**src/rtl/pipe_hazard_ctrl.sv**
```systemverilog
// Pipeline sequencing controller for the 5-stage MIPS32 core.
// Tracks EX/MEM/WB in a shadow scoreboard and drives stalls, flushes, bubbles and forwarding selects.
module pipe_hazard_ctrl #(
   parameter int unsigned CNT_W = 16
) (
   input  logic             clk,
   input  logic             reset,
   input  logic             id_valid,
   input  logic [4:0]       id_rs,
   input  logic [4:0]       id_rt,
   input  logic             id_uses_rs,
   input  logic             id_uses_rt,
   input  logic [4:0]       id_dest,
   input  logic             id_reg_write,
   input  logic             id_mem_read,
   input  logic             ex_redirect,
   input  logic             mem_busy,
   output logic             pc_write,
   output logic             ifid_write,
   output logic             ifid_flush,
   output logic             idex_bubble,
   output logic [1:0]       fwd_a,
   output logic [1:0]       fwd_b,
   output logic             id_bypass_a,
   output logic             id_bypass_b,
   output logic [CNT_W-1:0] stall_cnt,
   output logic [CNT_W-1:0] flush_cnt
);

   localparam int unsigned RW = 5;
   localparam logic [1:0] FWD_RF  = 2'b00;
   localparam logic [1:0] FWD_WB  = 2'b01;
   localparam logic [1:0] FWD_MEM = 2'b10;
   localparam logic [CNT_W-1:0] CNT_MAX = '1;

   typedef struct packed {
      logic          v;
      logic [RW-1:0] dest;
      logic          rw;
      logic          mr;
   } slot_t;

   // A load in WB forwards exactly like an ALU result, so WB keeps no mem_read bit.
   typedef struct packed {
      logic          v;
      logic [RW-1:0] dest;
      logic          rw;
   } wb_slot_t;

   typedef struct packed {
      logic [RW-1:0] rs;
      logic [RW-1:0] rt;
      logic          urs;
      logic          urt;
   } ex_src_t;

   slot_t            ex_q, ex_d, mem_q, mem_d;
   wb_slot_t         wb_q, wb_d;
   ex_src_t          exs_q, exs_d;
   logic [CNT_W-1:0] stall_q, stall_d;
   logic [CNT_W-1:0] flush_q, flush_d;

   logic load_use;
   logic bubble;
   logic mem_load_hit;

   function automatic logic slot_writes(slot_t s, logic [RW-1:0] r);
      return s.v && s.rw && (s.dest == r) && (r != 5'd0);
   endfunction

   function automatic logic wb_writes(wb_slot_t s, logic [RW-1:0] r);
      return s.v && s.rw && (s.dest == r) && (r != 5'd0);
   endfunction

   // Load in EX whose destination the ID instruction reads.
   assign load_use = ex_q.v && ex_q.mr && ex_q.rw && (ex_q.dest != 5'd0) && id_valid &&
                     ((id_uses_rs && (id_rs == ex_q.dest)) ||
                      (id_uses_rt && (id_rt == ex_q.dest)));

   assign bubble = ex_redirect || load_use;

   always_comb begin
      pc_write    = 1'b1;
      ifid_write  = 1'b1;
      ifid_flush  = 1'b0;
      idex_bubble = 1'b0;
      if (reset) begin
         pc_write   = 1'b1;
         ifid_write = 1'b1;
      end else if (mem_busy) begin
         pc_write   = 1'b0;
         ifid_write = 1'b0;
      end else if (ex_redirect) begin
         ifid_flush  = 1'b1;
         idex_bubble = 1'b1;
      end else if (load_use) begin
         pc_write    = 1'b0;
         ifid_write  = 1'b0;
         idex_bubble = 1'b1;
      end
   end

   // Scoreboard advance and event counting; everything holds while memory is busy.
   always_comb begin
      ex_d    = ex_q;
      mem_d   = mem_q;
      wb_d    = wb_q;
      exs_d   = exs_q;
      stall_d = stall_q;
      flush_d = flush_q;
      if (!mem_busy) begin
         wb_d.v    = mem_q.v;
         wb_d.dest = mem_q.dest;
         wb_d.rw   = mem_q.rw;
         mem_d     = ex_q;
         ex_d.v    = id_valid && !bubble;
         ex_d.dest = id_dest;
         ex_d.rw   = id_reg_write;
         ex_d.mr   = id_mem_read;
         exs_d.rs  = id_rs;
         exs_d.rt  = id_rt;
         exs_d.urs = id_uses_rs;
         exs_d.urt = id_uses_rt;
         if (ex_redirect) begin
            if (flush_q != CNT_MAX) flush_d = flush_q + CNT_W'(1);
         end else if (load_use) begin
            if (stall_q != CNT_MAX) stall_d = stall_q + CNT_W'(1);
         end
      end
   end

   always_ff @(posedge clk) begin
      if (reset) begin
         ex_q    <= '0;
         mem_q   <= '0;
         wb_q    <= '0;
         exs_q   <= '0;
         stall_q <= '0;
         flush_q <= '0;
      end else begin
         ex_q    <= ex_d;
         mem_q   <= mem_d;
         wb_q    <= wb_d;
         exs_q   <= exs_d;
         stall_q <= stall_d;
         flush_q <= flush_d;
      end
   end

   // EX operand selects: the younger MEM producer wins over WB; a MEM load never forwards.
   always_comb begin
      fwd_a = FWD_RF;
      fwd_b = FWD_RF;
      if (!reset && ex_q.v) begin
         if (exs_q.urs) begin
            if (slot_writes(mem_q, exs_q.rs)) fwd_a = mem_q.mr ? FWD_RF : FWD_MEM;
            else if (wb_writes(wb_q, exs_q.rs)) fwd_a = FWD_WB;
         end
         if (exs_q.urt) begin
            if (slot_writes(mem_q, exs_q.rt)) fwd_b = mem_q.mr ? FWD_RF : FWD_MEM;
            else if (wb_writes(wb_q, exs_q.rt)) fwd_b = FWD_WB;
         end
      end
   end

   assign id_bypass_a = !reset && id_valid && id_uses_rs && wb_writes(wb_q, id_rs);
   assign id_bypass_b = !reset && id_valid && id_uses_rt && wb_writes(wb_q, id_rt);

   assign stall_cnt = reset ? '0 : stall_q;
   assign flush_cnt = reset ? '0 : flush_q;

   assign mem_load_hit = ex_q.v && mem_q.mr &&
                         ((exs_q.urs && slot_writes(mem_q, exs_q.rs)) ||
                          (exs_q.urt && slot_writes(mem_q, exs_q.rt)));

   // The load-use stall must make a MEM-stage load feeding EX unreachable.
   a_no_mem_load_fwd: assert property (@(posedge clk) disable iff (reset) !mem_load_hit);

endmodule
```
**config.mk**
```make
export PLATFORM = sky130hd
export DESIGN_NAME = pipe_hazard_ctrl
export DESIGN_NICKNAME = d
export VERILOG_FILES = /design/src/rtl/pipe_hazard_ctrl.sv
export SDC_FILE = /design/constraint.sdc
export NUM_CORES = 1
export LEC_CHECK = 0
export CAP_MARGIN = 20
export CORE_UTILIZATION = 46
export DETAILED_ROUTE_END_ITERATION = 8
export PLACE_DENSITY = 0.7
export REMOVE_ABC_BUFFERS = 1
export SLEW_MARGIN = 10
export SYNTH_ARGS = -nofsm -noshare
export SYNTH_HDL_FRONTEND = slang
export SYNTH_SLANG_ARGS = --single-unit
export TNS_END_PERCENT = 50
```
**constraint.sdc**
```tcl
create_clock -name clk -period 1.84 [get_ports clk]
set_input_delay 0.368 -clock clk [delete_from_list [all_inputs] [get_ports clk]]
set_output_delay 0.368 -clock clk [all_outputs]
set_load 0.02 [all_outputs]
```
==> summary.md <==
| Metric | Value |
|---|---|
| Num ports | 66 |
| Final HPWL DP | 7000 um |
| Commonest cells after routing, fill and taps aside | buf_4 (99), nor2_1 (65), dfxtp_1 (55) |
| Placed inst area | 5000 sq um |
| Die Area | 8390 sq um |
| IO buf count | 65 |
| CTS buffer count | 9 |
| Asr flop ratio synth | 0% |
| Power Density | 551 nW/um^2 |
| Mapped Cells | 421 |
| RSZ-0062 raised after global routing | true |
| Vias in the first global route | 3,613 |
| Worst Reg-to-Reg Cells | 8 |
| Tcrit/Tclk final | 126% |
| Failing checks | setup timing |
| ANT nets after route | 0 |
| Pin count of the biggest net entering global routing | 47 |
| Crit Path Class | in -> out |
| Clk slew on worst S/H paths | 0.07 ns |
| Root Buffer | clkbuf_8 |
| Final setup viols | 25 |
| Prevailing post-synth register cell | dfxtp_1 |
| Min Clock Period, post-route | 2.32 ns |
| H-tree depth | 3 |
| Worst path slowest cell | clkdlybuf4s50_1 |
| Hold Crit Start | reset |
| Levels on crit path | 7 |
| CP top delay family | buffers and inverters |
| Worst-skew pair later-pin latency | 0.34 ns |
| Register area share after synthesis | 36.3% |
| # diodes | 0 |
| Vias | 3,649 |
| Place WS | -1.03 ns |
| Chip width | 91.6 um |
| Worst EP required | 1.47 ns |
| Cts hold-fix bufs | 0 |
| R2R Path End | stall_q[13]$_SDFFE_PP0P_ |
| Core Area | 7770 sq um |
| Setup Skew | 0.00781 ns |
| Crit end category | output port |
| Critical path launch point | id_rs[4] |
| Fin nets | 604 |
| Crit path capture | pc_write |
| Initial Utilization | 47.6% |
| Max Cap Viol | 0 |
| Residual DRC | 0 |
| Layout cells sized above 1 | 36.9% |
| Mean Syn Cell Area | 8.78 sq um |
| Crit-path cells | clkdlybuf4s50_1, xor2_4, nor4_4, a32oi_4, nor3_2, o21bai_1, buf_4 |
| Area grow syn2layout | 55.3% |
| Drt via density | 5.33 |
| GRT Util Overall | 26.5% |
| TritonCTS clock tree | built |
| Outcome | complete, but fails checks |
| Drt first-iter violations | 139 |
| Maximum vdd drop | 0.462 mV |
| FMAX | 431 MHz |
| R2r startpoint | ex_q[2]$_SDFFE_PP0N_ |
| 1st-pass router iterations | 4 |
| First-pass GRT wire length | 17,400 um |
| Most common cell after layout, fill and taps aside | buf_4 |
| Syn Std Cell Area | 3690 sq um |
| Startpoint Class | input pin |
| Hold Path Class | in -> reg |
| Final slew viol count | 0 |
| Core Rows | 32 |
| Yosys warns | 0 |
| Synth Register Bits | 67 |
| Setup TNS | -8.45 ns |
| Count of flip-flops with a built-in enable after synthesis | 0 |
| Die Height | 91.6 um |
| Fill count | 557 |
| Buffers and inverters on the worst path | 2 |
| Post-route cell area | 5740 sq um |
| CP max stage delay | 0.51 ns |
| Core Util, Final | 73.9% |
| Clock sink count | 67 |
| Leak | 2.62 nW |
| R2R setup slack | -0.42 ns |
| GPL Wtd Cong | 0.833 |
| Final worst slack | -0.479 ns |
| Initial antenna violation count | 0 |
| Final wirelength | 11,100 um |
| Overflow after GRT | 0 |
| CTS Buffer Depth | 2 |
| Worst-margin pin slew | 0.605 ns |
| Synth unique cells | 45 |
| Final Hold Viols | 0 |
| Wire length per cell | 16.2 um |
| Headroom to the max-slew limit | 59.7% |
| Critical-path maximum fanout | 3 |
| WP data arrival | 1.95 ns |
| Minimum hold slack | 0.496 ns |
## synthesized netlist by cell type, drive strengths merged, types with 2 or more instances
cell type	number	area, sq um
nor2	69	259
dfxtp	67	1340
mux2i	35	350
nor2b	33	206
xnor2	25	219
nand2	19	71.3
mux2	18	203
xor2	18	158
nor3	15	75.1
nand3	13	65.1
clkbuf	12	45.0
nand4	12	75.1
buf	11	76.3
nor4	11	75.1
or4	11	82.6
o21ai	9	48.8
and3	6	37.5
and2	5	32.5
a21oi	4	20.0
and4	3	26.3
o211ai	3	22.5
ha	2	25.0
inv	2	7.51
nand4b	2	17.5
o21a	2	15.0
or3	2	12.5
## per-stage QoR
step | total power, mW | instances
floorplan | 1.73 | 398
global placement | 1.99 | 649
detailed placement | 2.00 | 649
CTS | 3.12 | 681
global route | 3.29 | 684
finish | 3.16 | 684
## sequential cells by signal (all words and copies together) (netlist names)
| name | cells |
|---|---|
| stall_q | 16 |
| mem_q | 8 |
| ex_q | 8 |
| wb_q | 7 |
| flush_q | 16 |
| exs_q | 12 |
## timing repair
action / 4_1_cts / 5_1_grt
setup endpoints to repair: 59 / 47
pin swaps: 23 / 20
setup buffers: 15 / 7
cloned: 2 / 0
hold endpoints to repair: 0 / 0
resized for setup: 167 / 60
## cell families (layout without fill, tap and decap cells)
logic type	Yosys count	in the layout	share of synthesized area, %
multiplexers	53	53	15.0
XOR/XNOR	43	43	10.2
AND/OR/NAND/NOR	206	206	29.1
flip-flops	67	67	36.3
adder cells (fa/ha/maj)	2	2	0.677
AO/OA/AOI/OAI	25	25	5.25
buffers and inverters	25	186	3.49
## how the worst min path moves through the flow
stage,to,cells after the start
final,ex_q[1]$_SDFFE_PP0N_,3
after global routing,mem_q[1]$_SDFFE_PP0N_,3
after CTS,wb_q[0]$_SDFFE_PP0N_,3
after detailed placement,stall_q[14]$_SDFFE_PP0P_,2
after global placement,mem_q[0]$_SDFFE_PP0N_,2
after floorplan,stall_q[10]$_SDFFE_PP0P_,1
## layer usage
metal / vias up / GRT usage [%] / wire length (um)
met5: - / 0 / 0
met1: 1759 / 32.6 / 4760
li1: 1784 / - / -
met4: 0 / 7.80 / 125
met2: 94 / 45.3 / 5640
met3: 12 / 6.88 / 575
## tightest hold or removal path: cells and delay by family
kind | cells | cell delay [ns]
AND/OR/NAND/NOR | 1 | 0.10
buffers and inverters | 2 | 0.33
## final cells by class
cell class / instances / area (sq um) / share of cell area (%)
flip-flops and latches: 67 / 1360 / 23.7
clock inverters: 2 / 12.5 / 0.218
repair buffers: 169 / 1450 / 25.3
well taps: 102 / 128 / 2.22
multi-input cells: 329 / 2630 / 45.9
inverters: 2 / 7.51 / 0.131
clock buffers: 13 / 149 / 2.59
## power by group
| group | switching [mW] | total, mW | internal [mW] |
|---|---|---|---|
| logic | 0.276 | 0.569 | 0.293 |
| registers | 0.0377 | 1.53 | 1.49 |
| clock network | 0.548 | 1.07 | 0.518 |
| total | 0.862 | 3.16 | 2.30 |
Power figures use the tool's default switching activity.
==> edit 1: new RTL, config.mk and constraints unchanged <==
Put a register stage on the output `stall_cnt`, cleared by the reset. The value now appears one clock later. The other outputs are not delayed to match.
--- a/src/rtl/pipe_hazard_ctrl.sv
+++ b/src/rtl/pipe_hazard_ctrl.sv
@@ -166,7 +166,13 @@
    assign id_bypass_a = !reset && id_valid && id_uses_rs && wb_writes(wb_q, id_rs);
    assign id_bypass_b = !reset && id_valid && id_uses_rt && wb_writes(wb_q, id_rt);
 
-   assign stall_cnt = reset ? '0 : stall_q;
+   always_ff @(posedge clk) begin
+      if (reset) begin
+         stall_cnt <= '0;
+      end else begin
+         stall_cnt <= reset ? '0 : stall_q;
+      end
+   end
    assign flush_cnt = reset ? '0 : flush_q;
 
    assign mem_load_hit = ex_q.v && mem_q.mr &&
Check against the original RTL: not equivalent (Yosys sat finds a counterexample within 4 cycles, from zero or initial values and one cycle with reset high).
==> edit 1 against the original RTL <==
The flow still finishes with violations (setup timing); total power increased by 20%; maximum frequency down 0.91%; final area rose by 2.4%; sequential cell count increased by 16; wire length shrank 2.5%; count of clock-buffer cells in the layout decreased by 2; setup slack got worse by 0.021 ns; area after synthesis is 5.4% higher; sequential share of layout area increased by 5.1 points; clock power is 34% higher.
==> edit 1: results (changes against the original RTL) <==
Run status
  – Status: finished with violations (unchanged)
  – Failing checks: setup timing (unchanged)

Placement
  – Port Buf Inserts: 65 (unchanged)
  – Detail Placement HPWL: 7.34 mm (was 7.00 mm)
  – GPL Wtd Cong: 0.931 (was 0.833)
  – Worst slack at placement: -1.13 ns (was -1.03 ns)

Timing
  – PnR worst setup slack: -0.500 ns (was -0.479 ns)
  – Clock Skew: 0.0104 ns (was 0.00781 ns)
  – Rel. slew slack: 0.545 (was 0.597)
  – Final setup fails: 25 (unchanged)
  – Fin Setup TNS: -6.89 ns (was -8.45 ns)
  – Worst hold slack: 0.509 ns (was 0.496 ns)

Cells and area
  – Biggest regs: flush_q (16), stall_cnt (16), stall_q (16) (was flush_q (16), stall_q (16), exs_q (12))
  – Antenna diodes: 0 (unchanged)
  – Layout cells sized above 1: 0.333 (was 0.369)
  – Fillers: 609 (was 557)
  – NumNets Final: 612 (was 604)
  – Area growth syn-to-layout: 50.9% (was 55.3%)

Setup path
  – Reg2Reg Depth: 9 (was 8)
  – CP max stage delay: 0.38 ns (was 0.51 ns)
  – Slowest CP cell: dfxtp_4 (was clkdlybuf4s50_1)
  – CP max FO: 3 (unchanged)
  – CP arrival: 1.97 ns (was 1.95 ns)
  – RR Startpoint: ex_q[5]$_SDFFE_PP0N_ (was ex_q[2]$_SDFFE_PP0N_)
  – Flop2flop setup slack: -0.29 ns (was -0.42 ns)
  – Reg-to-Reg End: stall_q[10]$_SDFFE_PP0P_ (was stall_q[13]$_SDFFE_PP0P_)

Detailed routing
  – DR iter-0 viols: 191 (was 139)
  – Total number of vias: 3614 (was 3649)
  – DRT Wirelength: 10.8 mm (was 11.1 mm)

Worst hold path
  – Hold depth: 1 (was 3)
  – Hold WC Path Type: reg -> reg (was in -> reg)
  – Hold_sp: stall_q[15]$_SDFFE_PP0P_ (was reset)
  – Hold Crit Endpoint: stall_cnt[15]$_SDFF_PP0_ (was ex_q[1]$_SDFFE_PP0N_)

CTS
  – Total CTS buffers: 9 (unchanged)
  – Root buffer cell: clkbuf_8 (unchanged)
  – Clock slew at reported path FFs: approximately 0.080 ns
  – CTS H-tree lvls: 3 (unchanged)
  – Later-pin clock latency in the skew report: 0.35 ns

Global routing
  – Tot GR Track Use: 0.252 (was 0.265)
  – Antenna violations before repair: 0 (unchanged)
  – Largest net degree at the start of global routing: 67 (was 47)
  – First-pass GRT wire length: 17.1 mm (was 17.4 mm)

Synthesis
  – Synth unique cells: 43 (was 45)
  – Synth top cells by count: dfxtp_1, nor2_1, mux2i_1 (was nor2_1, dfxtp_1, mux2i_1)
  – Ys Warns: 0 (unchanged)
  – Dominant cells by area after synthesis: dfxtp_1, mux2i_1, nor2_1, xnor2_1, nor2b_1 (unchanged)
  – Sequential area share after synthesis: 0.427 (was 0.363)

Power and ir drop
  – Static leakage: 2.62 nW (about the same)
  – Peak VDD IR: 0.362 mV (was 0.462 mV)
edit 1: power by group:
| group | total (mW) | internal [mW] | switching [mW] |
|---|---|---|---|
| logic | 0.487 | 0.250 | 0.237 |
| clock network | 1.43 | 0.762 | 0.669 |
| registers | 1.87 | 1.83 | 0.0382 |
edit 1: worst max path at each step:
stage	from	to	slack, ns	depth (start not counted)
after floorplan	ex_q[7]$_SDFFE_PP0N_	fwd_a[0]	-0.28	4
after global placement	id_rt[0]	idex_bubble	-1.06	7
after detailed placement	id_rt[0]	idex_bubble	-1.13	7
after CTS	exs_q[4]$_SDFFE_PP0N_	fwd_b[0]	-0.45	5
after global routing	ex_q[3]$_SDFFE_PP0N_	idex_bubble	-0.57	7
final	ex_q[5]$_SDFFE_PP0N_	idex_bubble	-0.50	7
edit 1: cells by family (layout without fill, tap and decap cells):
family / after synthesis / after routing / share of synthesized area
AO/OA/AOI/OAI: 18 / 18 / 0.0283
XOR/XNOR: 51 / 51 / 0.115
adder cells (fa/ha/maj): 2 / 2 / 0.00642
buffers and inverters: 31 / 186 / 0.0350
flip-flops: 83 / 83 / 0.427
AND/OR/NAND/NOR: 205 / 206 / 0.268
multiplexers: 45 / 45 / 0.121
edit 1: layout make-up:
type	instances	area, um2	area share
sequential	83	1690	0.288
timing repair buffer	163	1350	0.230
inverter	7	26.3	0.00447
clock buffer	11	131	0.0224
clock inverter	5	77.6	0.0132
tap	105	131	0.0224
multi-input combinational	322	2460	0.420
edit 1: what timing repair did:
action	in CTS	in global routing
pin swaps	21	21
setup buffers	6	5
hold buffers	0	0
gates cloned	1	0
gates resized for setup	133	48
endpoints found under the setup margin	44	38
edit 1: routing by layer:
metal	vias up	part of all wire	GRT usage
li1	1787	-	-
met1	1731	0.43	0.309
met2	81	0.50	0.437
met3	15	0.048	0.0526
met4	0	0.016	0.0821
met5	-	0	0
edit 1: critical path, delay by kind of cell (launching register included):
kind	cells	cell delay [ns]
compound gates	2	0.44
flops	1	0.38
buf+inv	2	0.36
simple gates	2	0.33
xor+xnor	1	0.13
edit 1: metrics by stage:
| step | cells | area [um2] | power, mW |
|---|---|---|---|
| 5_1_grt | 696 | 5880 | 3.93 |
| 2_1_floorplan | 411 | 3780 | 2.07 |
| 3_5_place_dp | 668 | 5210 | 2.32 |
| 3_3_place_gp | 668 | 5210 | 2.32 |
| 6_report | 696 | 5880 | 3.79 |
| 4_1_cts | 691 | 5630 | 3.77 |
==> edit 2: new RTL, config.mk and constraints unchanged <==
Without the edit above. The parameter `CNT_W` goes from 16 to 12.
--- a/src/rtl/pipe_hazard_ctrl.sv
+++ b/src/rtl/pipe_hazard_ctrl.sv
@@ -1,7 +1,7 @@
 // Pipeline sequencing controller for the 5-stage MIPS32 core.
 // Tracks EX/MEM/WB in a shadow scoreboard and drives stalls, flushes, bubbles and forwarding selects.
 module pipe_hazard_ctrl #(
-   parameter int unsigned CNT_W = 16
+   parameter int unsigned CNT_W = 12
 ) (
    input  logic             clk,
    input  logic             reset,
Ports: changed (resized flush_cnt and stall_cnt); port bits go from 66 to 58. No check against the original RTL was run, so the function may have changed too.
==> edit 2 against the original RTL <==
Register-to-register slack worse by 0.09 ns; sequential cell count down 8; highest routed layer unchanged; area after synthesis down 13%; die area down 13%; total power up 1.7%; synthesized cell count down 13%; the run still ends with setup timing left; final area down 13%; wire length down 14%; largest power group unchanged; setup slack worse by 0.060 ns; count of clock-buffer cells in the layout down 1.
==> edit 2: results (changes against the original RTL) <==
Timing
  – Fin Setup TNS: -7.48 ns (was -8.45 ns)
  – Clock Skew: 0.00598 ns (was 0.00781 ns)
  – PnR worst setup slack: -0.539 ns (was -0.479 ns)
  – Slew @ Worst Pin: 0.414 ns (was 0.605 ns)
  – Final setup fails: 21 (was 25)

Run status
  – Status: finished with violations (unchanged)
  – Failing checks: setup timing (unchanged)

Placement
  – Placed Instance Area: 4330 um2 (was 5000 um2)
  – GPL Wtd Cong: 0.912 (was 0.833)
  – Port Buf Inserts: 57 (was 65)

Power and ir drop
  – Clock group power: 1.36 mW (was 1.07 mW)
  – Cell Int Power: 2.40 mW (was 2.30 mW)
  – Comb pwr: 493 uW (was 569 uW)
  – Peak VDD IR: 0.365 mV (was 0.462 mV)
  – Static leakage: 2.26 nW (was 2.62 nW)

Cells and area
  – Fillers: 493 (was 557)
  – Final core utilization: 0.739 (about the same)
  – Layout cells sized above 1: 0.358 (was 0.369)
  – NumNets Final: 521 (was 604)
  – Post-Layout Cell Count: 580 (was 684)
  – Biggest regs: exs_q (12), flush_q (12), stall_q (12) (was flush_q (16), stall_q (16), exs_q (12))

Synthesis
  – Sequential area share after synthesis: 0.368 (was 0.363)
  – Synth unique cells: 43 (was 45)
  – Dominant synthesized flop cell: dfxtp_1 (unchanged)
  – Mapped Avg Cell Area: 8.73 um2 (was 8.78 um2)
  – Dominant cells by area after synthesis: dfxtp_1, mux2i_1, xnor2_1, nor2_1, nor2b_1 (was dfxtp_1, mux2i_1, nor2_1, xnor2_1, nor2b_1)

Setup path
  – Crit-path leading delay family: simple AND/OR/NAND/NOR gates (was buffers and inverters)
  – Slowest CP cell: or4_1 (was clkdlybuf4s50_1)
  – CP max stage delay: 0.57 ns (was 0.51 ns)
  – CP arrival: 2.01 ns (was 1.95 ns)

Detailed routing
  – DRT Wirelength: 9.49 mm (was 11.1 mm)
  – Total number of vias: 3162 (was 3649)
  – DR iter-0 viols: 161 (was 139)

Global routing
  – First-pass GRT wire length: 15.2 mm (was 17.4 mm)
  – Vias in the first global route: 3146 (was 3613)
  – Tot GR Track Use: 0.271 (was 0.265)
  – Largest net degree at the start of global routing: 85 (was 47)

CTS
  – Total CTS buffers: 9 (unchanged)
-- edit 2: changes by cell type after synthesis, sizes merged, moves of 3 or more --
cell    change
mux2        -9
nor3b       +3
o211ai      -3
dfxtp       -8
or4         -5
and2        -4
nor2        -5
nand3       -4
nor2b       -8
xnor2       +5
nor3        -3
o21ai       -6
-- edit 2: routing by layer --
metal / share of wire / track usage
met1: 0.41 / 0.307
met2: 0.51 / 0.479
met3: 0.041 / 0.0520
met4: 0.035 / 0.148
met5: 0 / 0
-- edit 2: kinds of logic after synthesis --
group / after synthesis / share of synthesized area
muxes: 45 / 0.144
and+or+nand+nor: 176 / 0.283
adders and majority gates: 2 / 0.00779
DFF: 59 / 0.368
buffers and inverters: 22 / 0.0308
AOI/OAI and AO/OA: 17 / 0.0389
xor gates and xnor gates: 47 / 0.128
-- edit 2: worst paths after layout --
kind,from,end,slack (ns),cells past startpoint
worst max register to register,ex_q[5]$_SDFFE_PP0N_,stall_q[4]$_SDFFE_PP0P_,-0.51,9
worst min-delay path,reset,mem_q[7]$_SDFFE_PP0N_,0.37,3
worst max-delay path,ex_q[6]$_SDFFE_PP0N_,pc_write,-0.54,6
worst min register to register,wb_q[0]$_SDFFE_PP0N_,wb_q[0]$_SDFFE_PP0N_,0.50,2
-- edit 2: area by class of cell --
type	count	share of cell area
sequential	59	0.241
multi-input combinational	287	0.459
tap	80	0.0201
clock inverter	4	0.0145
timing repair buffer	137	0.233
inverter	1	0.000752
clock buffer	12	0.0311
-- edit 2: timing repair --
action | 4_1_cts | 5_1_grt
buffers inserted | 8 | 0
pin swaps | 24 | 8
gates resized for setup | 170 | 27
setup endpoints to repair | 46 | 30
hold buffers | 0 | 0
gates cloned | 1 | 0
